**config.mk**
```make
export PLATFORM = sky130hd
export DESIGN_NAME = pipeline_hazard_ctrl
export DESIGN_NICKNAME = d
export VERILOG_FILES = /design/src/rtl/pipeline_hazard_ctrl.sv
export SDC_FILE = /design/constraint.sdc
export NUM_CORES = 1
export LEC_CHECK = 0
export BUFFER_PORTS_ARGS = -buffer_cell sky130_fd_sc_hd__buf_2
export CORE_MARGIN = 3
export CORE_UTILIZATION = 56
export CTS_CLUSTER_SIZE = 14
export DETAILED_ROUTE_END_ITERATION = 8
export GPL_TIMING_DRIVEN = 0
export PLACE_DENSITY = 0.8
export SLEW_MARGIN = 10
export SYNTH_ARGS = -nofsm -noshare
export SYNTH_HDL_FRONTEND = slang
export SYNTH_SLANG_ARGS = --single-unit
```
**constraint.sdc**
```tcl
create_clock -name clk -period 2.85 [get_ports clk]
set_clock_uncertainty 0.2 [all_clocks]
set_input_delay 0.1425 -clock clk [delete_from_list [all_inputs] [get_ports clk]]
set_output_delay 0.1425 -clock clk [all_outputs]
set_load 0.01 [all_outputs]
```
**src/rtl/pipeline_hazard_ctrl.sv**
```systemverilog
// Pipeline hazard controller: arbitrates memory wait states, taken-branch flushes
// and load-use stalls into per-stage write enables, plus perf counters and a watchdog.
module pipeline_hazard_ctrl #(
   parameter int FLUSH_CYCLES = 2,
   parameter int STALL_MAX    = 8,
   parameter int CNT_W        = 16
) (
   input  logic             clk,
   input  logic             rst,
   input  logic             stall_req,
   input  logic             branch_taken,
   input  logic             mem_busy,
   output logic             pc_we,
   output logic             if_id_we,
   output logic             id_ex_we,
   output logic             ex_mem_we,
   output logic             if_id_flush,
   output logic             id_ex_bubble,
   output logic [1:0]       state_o,
   output logic [CNT_W-1:0] stall_cycles,
   output logic [CNT_W-1:0] flush_events,
   output logic             hazard_err
);

   // state    | meaning
   // S_RUN    | normal issue; stalls and branches resolved here
   // S_FLUSH  | squashing wrong-path instructions after a taken branch
   // S_MEM    | data memory busy, whole pipeline frozen
   localparam logic [1:0] S_RUN   = 2'd0;
   localparam logic [1:0] S_FLUSH = 2'd1;
   localparam logic [1:0] S_MEM   = 2'd2;

   localparam logic [2:0] FLUSH_RELOAD = 3'(FLUSH_CYCLES - 1);
   localparam logic [7:0] STALL_LIMIT  = 8'(STALL_MAX);
   localparam bit         MULTI_FLUSH  = (FLUSH_CYCLES > 1);

   logic [1:0]       state_q, state_d;
   logic [2:0]       flush_cnt_q, flush_cnt_d;
   logic             pend_q, pend_d;
   logic [7:0]       consec_q, consec_d;
   logic [CNT_W-1:0] stall_cnt_q, flush_ev_q;
   logic             err_q;
   logic             stall_inc, flush_inc;

   always_comb begin
      pc_we        = 1'b1;
      if_id_we     = 1'b1;
      id_ex_we     = 1'b1;
      ex_mem_we    = 1'b1;
      if_id_flush  = 1'b0;
      id_ex_bubble = 1'b0;
      state_d      = state_q;
      flush_cnt_d  = flush_cnt_q;
      pend_d       = pend_q;
      stall_inc    = 1'b0;
      flush_inc    = 1'b0;
      case (state_q)
         S_RUN: begin
            if (mem_busy) begin
               {pc_we, if_id_we, id_ex_we, ex_mem_we} = 4'b0000;
               state_d = S_MEM;
               pend_d  = branch_taken;
            end else if (branch_taken) begin
               // squashed instruction makes any concurrent stall_req moot
               if_id_flush  = 1'b1;
               id_ex_bubble = 1'b1;
               flush_inc    = 1'b1;
               if (MULTI_FLUSH) begin
                  state_d     = S_FLUSH;
                  flush_cnt_d = FLUSH_RELOAD;
               end
            end else if (stall_req) begin
               pc_we        = 1'b0;
               if_id_we     = 1'b0;
               id_ex_bubble = 1'b1;
               stall_inc    = 1'b1;
            end
         end
         S_FLUSH: begin
            if (mem_busy) begin
               {pc_we, if_id_we, id_ex_we, ex_mem_we} = 4'b0000;
            end else begin
               if_id_flush  = 1'b1;
               id_ex_bubble = 1'b1;
               if (branch_taken) begin
                  flush_cnt_d = FLUSH_RELOAD;
                  flush_inc   = 1'b1;
               end else if (flush_cnt_q <= 3'd1) begin
                  flush_cnt_d = 3'd0;
                  state_d     = S_RUN;
               end else begin
                  flush_cnt_d = flush_cnt_q - 3'd1;
               end
            end
         end
         S_MEM: begin
            if (mem_busy) begin
               {pc_we, if_id_we, id_ex_we, ex_mem_we} = 4'b0000;
            end else begin
               state_d = S_RUN;
               pend_d  = 1'b0;
               // a branch caught during the wait flushes in the release cycle
               if (pend_q) begin
                  if_id_flush  = 1'b1;
                  id_ex_bubble = 1'b1;
                  flush_inc    = 1'b1;
                  if (MULTI_FLUSH) begin
                     state_d     = S_FLUSH;
                     flush_cnt_d = FLUSH_RELOAD;
                  end
               end
            end
         end
         default: state_d = S_RUN;
      endcase
   end

   always_comb begin
      consec_d = 8'd0;
      if (stall_inc) consec_d = (consec_q == 8'hFF) ? consec_q : consec_q + 8'd1;
   end

   always_ff @(posedge clk) begin
      if (rst) begin
         state_q     <= S_RUN;
         flush_cnt_q <= 3'd0;
         pend_q      <= 1'b0;
         consec_q    <= 8'd0;
         stall_cnt_q <= '0;
         flush_ev_q  <= '0;
         err_q       <= 1'b0;
      end else begin
         state_q     <= state_d;
         flush_cnt_q <= flush_cnt_d;
         pend_q      <= pend_d;
         consec_q    <= consec_d;
         if (stall_inc && stall_cnt_q != '1) stall_cnt_q <= stall_cnt_q + 1'b1;
         if (flush_inc && flush_ev_q != '1) flush_ev_q <= flush_ev_q + 1'b1;
         if (stall_inc && consec_d == STALL_LIMIT) err_q <= 1'b1;
      end
   end

   assign state_o      = state_q;
   assign stall_cycles = stall_cnt_q;
   assign flush_events = flush_ev_q;
   assign hazard_err   = err_q;

endmodule

```
==> impl_metrics.csv <==
group,metric,value,unit
yosys,dominantRegCellSynth,"dfxtp_1",
global_route,grt_antenna_before_repair,0,
yosys,netlist-cell-type-count,52,
critical_path,r2r_cells,6,
worst_hold_path,min-delay-start,"rst",
clock_network,postCtsHoldBufs,0,
yosys,asyncSetResetFlopFracSynth,0,%
die,floorplan.io_pins,46,
place,dp_cells,414,
global_route,first_global_vias,2036,
sta,final.period_utilization,91.3,%
sta,max_freq,385,MHz
global_route,grt_use_total,21.0,%
worst_hold_path,whs_endpoint,"stall_cycles[9]$_SDFFE_PP0P_",
power,overall_power,0.00144,W
critical_path,cp_max_fo,8,
sta,minimum_clock_period_after_layout,2600,ps
routing,detail_route.wirelength.met1,2660,um
routing,met3_wirelength,361,um
worst_hold_path,worst_hold_path.num_cells,3,
place,place_congestion,0.930,
routing,drt-total-wl,5750,um
routing,routed-wl-met2,2640,um
job,drv.max_cap_violation_count,0,
clock_network,clock_path_buffers,2,
clock_network,post-cts-setup-buffers,0,
place,placedInstanceArea,0.00288,mm^2
yosys,synth.net_count,331,
place,place_hpwl,4210,um
layout,antenna_cells_inserted,0,
yosys,ys_seq_area_share,36.4,%
sta,slew_headroom,57.1,%
sta,grt_setup_unrepaired,"false",
layout,syn2layout_area_growth,14.5,%
yosys,avgSynthCellArea,8.16,um^2
sta,worstMarginPinSlew,638,ps
sta,fin_tns_setup,0,ps
clock_network,cts_buf_count,5,
sta,final_max_slew_viol_count,0,
routing,detail_route.iter0.violations,134,
clock_network,clk_latency,300,ps
routing,drc_errors,0,
power,irDropWorstVdd,0.356,mV
global_route,grt_overflow_total,0,
critical_path,worst_r2r_src,"flush_events[0]$_SDFFE_PP0P_",
worst_hold_path,worst_hold_path_type,"in -> reg",
die,fp.coreArea,0.00441,mm^2
clock_network,cts-resized-gates,0,
critical_path,timing.reg2reg.setup_slack,250,ps
layout,finalNetCount,383,
clock_network,root_buffer,"clkbuf_8",
yosys,synth_enable_flop_cells,0,
clock_network,clk_pin_slew,90,ps
layout,fin_area,0.00296,mm^2
routing,routed_via_density,5.77,
die,die_boundary_height,74.0,um
routing,vias,2433,
yosys,synthDominantCellAreaShare,36.4,%
power,leakage_power,1.21,nW
yosys,netlist.top_cell.by_area,"dfxtp_1",
die,effective_utilization_at_floorplan,58.6,%
sta,finalSetupViolations,0,
clock_network,h_tree_depth,2,
critical_path,worstSetupPathType,"reg -> reg",
place,port-buffer-count,45,
layout,finish.utilization,67.1,%
yosys,synth-seq-cells,47,
yosys,synth_common_cells,"nor2_1, dfxtp_1, nand2_1, xor2_1, nand3_1",
run_status,status,"complete, no violations",
clock_network,cts_tree,"yes",
layout,final_cells,422,
global_route,first_pass_grt_wire_length,9160,um
sta,timing_hold_violations_final,0,
layout,post_route_cells_drive_above_1_share,17.6,%
critical_path,crit-reg2reg-capture,"flush_events[11]$_SDFFE_PP0P_",
yosys,synth_cells,317,
routing,routedWlPerCell,13.6,um
routing,drt-pass1-iter-count,4,
critical_path,cp-end-kind,"flop",
yosys,leading_post_synthesis_cells_by_cell_area,"dfxtp_1, nor2_1, xor2_1",
yosys,syn_area,0.00259,mm^2
die,number_of_placement_rows,24,
critical_path,arrival,2600,ps
yosys,yosys.cell_count.top_type,"nor2_1",
die,die_area,0.00547,mm^2
clock_network,numClockSinks,47,
die,die_w,74.0,um
critical_path,worst_setup_path_start_kind,"flop",
power,power-per-cell-area,486,mW/mm^2
routing,ant_nets,0,
routing,top_layer,"met4",
global_route,grt_max_degree,15,
yosys,ys_warns,0,
critical_path,critical_path_required,2850,ps
==> state kept, by name (all words and copies together) (netlist names) <==
| signal | flops |
|---|---|
| pend_q | 1 |
| consec_q | 8 |
| stall_cycles | 16 |
| flush_events | 16 |
| state_o | 2 |
| flush_cnt_q | 3 |
| hazard_err | 1 |
==> per-stage QoR <==
step	setup slack, ps	hold slack, ps
6_report	249	32.7
5_1_grt	104	52.6
4_1_cts	259	33.7
3_5_place_dp	305	281
3_3_place_gp	353	250
2_1_floorplan	625	119
==> final cells by class <==
type	count	area [um^2]
Fill cell	378	1450
Clock inverter	2	12.5
Timing Repair Buffer	45	225
Inverter	12	45.0
Multi-Input combinational cell	243	1530
Clock buffer	6	72.6
Tap cell	52	65.1
Buffer	15	71.3
Sequential cell	47	941
==> critical path: stages, from the launching register on <==
cell and delay [ps]:
dfxtp_1 430, ha_1 210, and3_1 230, nand4_1 320, o21ai_1 580, nand3b_1 190
mux2_2 340
==> worst max path at each step <==
stage,start,end
global route,flush_events[0]$_SDFFE_PP0P_,flush_events[11]$_SDFFE_PP0P_
floorplan,flush_events[0]$_SDFFE_PP0P_,flush_events[11]$_SDFFE_PP0P_
finish,flush_events[0]$_SDFFE_PP0P_,flush_events[11]$_SDFFE_PP0P_
detailed placement,flush_events[0]$_SDFFE_PP0P_,flush_events[11]$_SDFFE_PP0P_
CTS,flush_events[0]$_SDFFE_PP0P_,flush_events[11]$_SDFFE_PP0P_
global placement,flush_events[0]$_SDFFE_PP0P_,flush_events[11]$_SDFFE_PP0P_
==> report_power, final <==
group / total [W] / switching (W) / internal [W]
Sequential: 0.000713 / 0.0000313 / 0.000681
Clock: 0.000394 / 0.000222 / 0.000172
Combinational: 0.000332 / 0.000201 / 0.000132
==> kinds of logic (layout without fill, tap and decap cells) <==
logic type      Yosys count  count (layout)  share of synthesized area, %
simple gates            146             146                          28.9
fa+ha+maj                 9               9                          4.35
flops                    47              47                          36.4
buf+inv                  27              80                          4.50
xor+xnor                 25              25                          8.47
compound gates           56              56                          14.4
mux                       7               7                          3.00
==> routing by layer <==
layer  GRT usage [%]  up-vias
met1            27.3     1125
li1                -     1220
met3            4.73        9
met4            7.44        0
met2            34.4       79
met5               0        -
==> layout by cell type (no fill, tap or decap), types with 2 or more instances in the layout <==
master and n:
nor2_1 49, dfxtp_1 47, buf_2 45, nand2_1 18, xor2_1 18, nand3_1 15
a21oi_1 14, nor3_1 14, inv_1 12, clkbuf_1 12, o21ai_0 11, ha_1 9
and3_1 8, nand4_1 8, o211ai_1 7, xnor2_1 7, nand2b_1 5, or3_1 5
clkbuf_8 5, and2_1 4, mux2i_1 4, nor2b_1 4, a31oi_1 4, nor4_1 4
o21ai_1 3, or4_1 3, and4_1 2, o21ba_2 2, a211oi_1 2, o21a_1 2
buf_4 2
(Power assumes the default switching activity.)
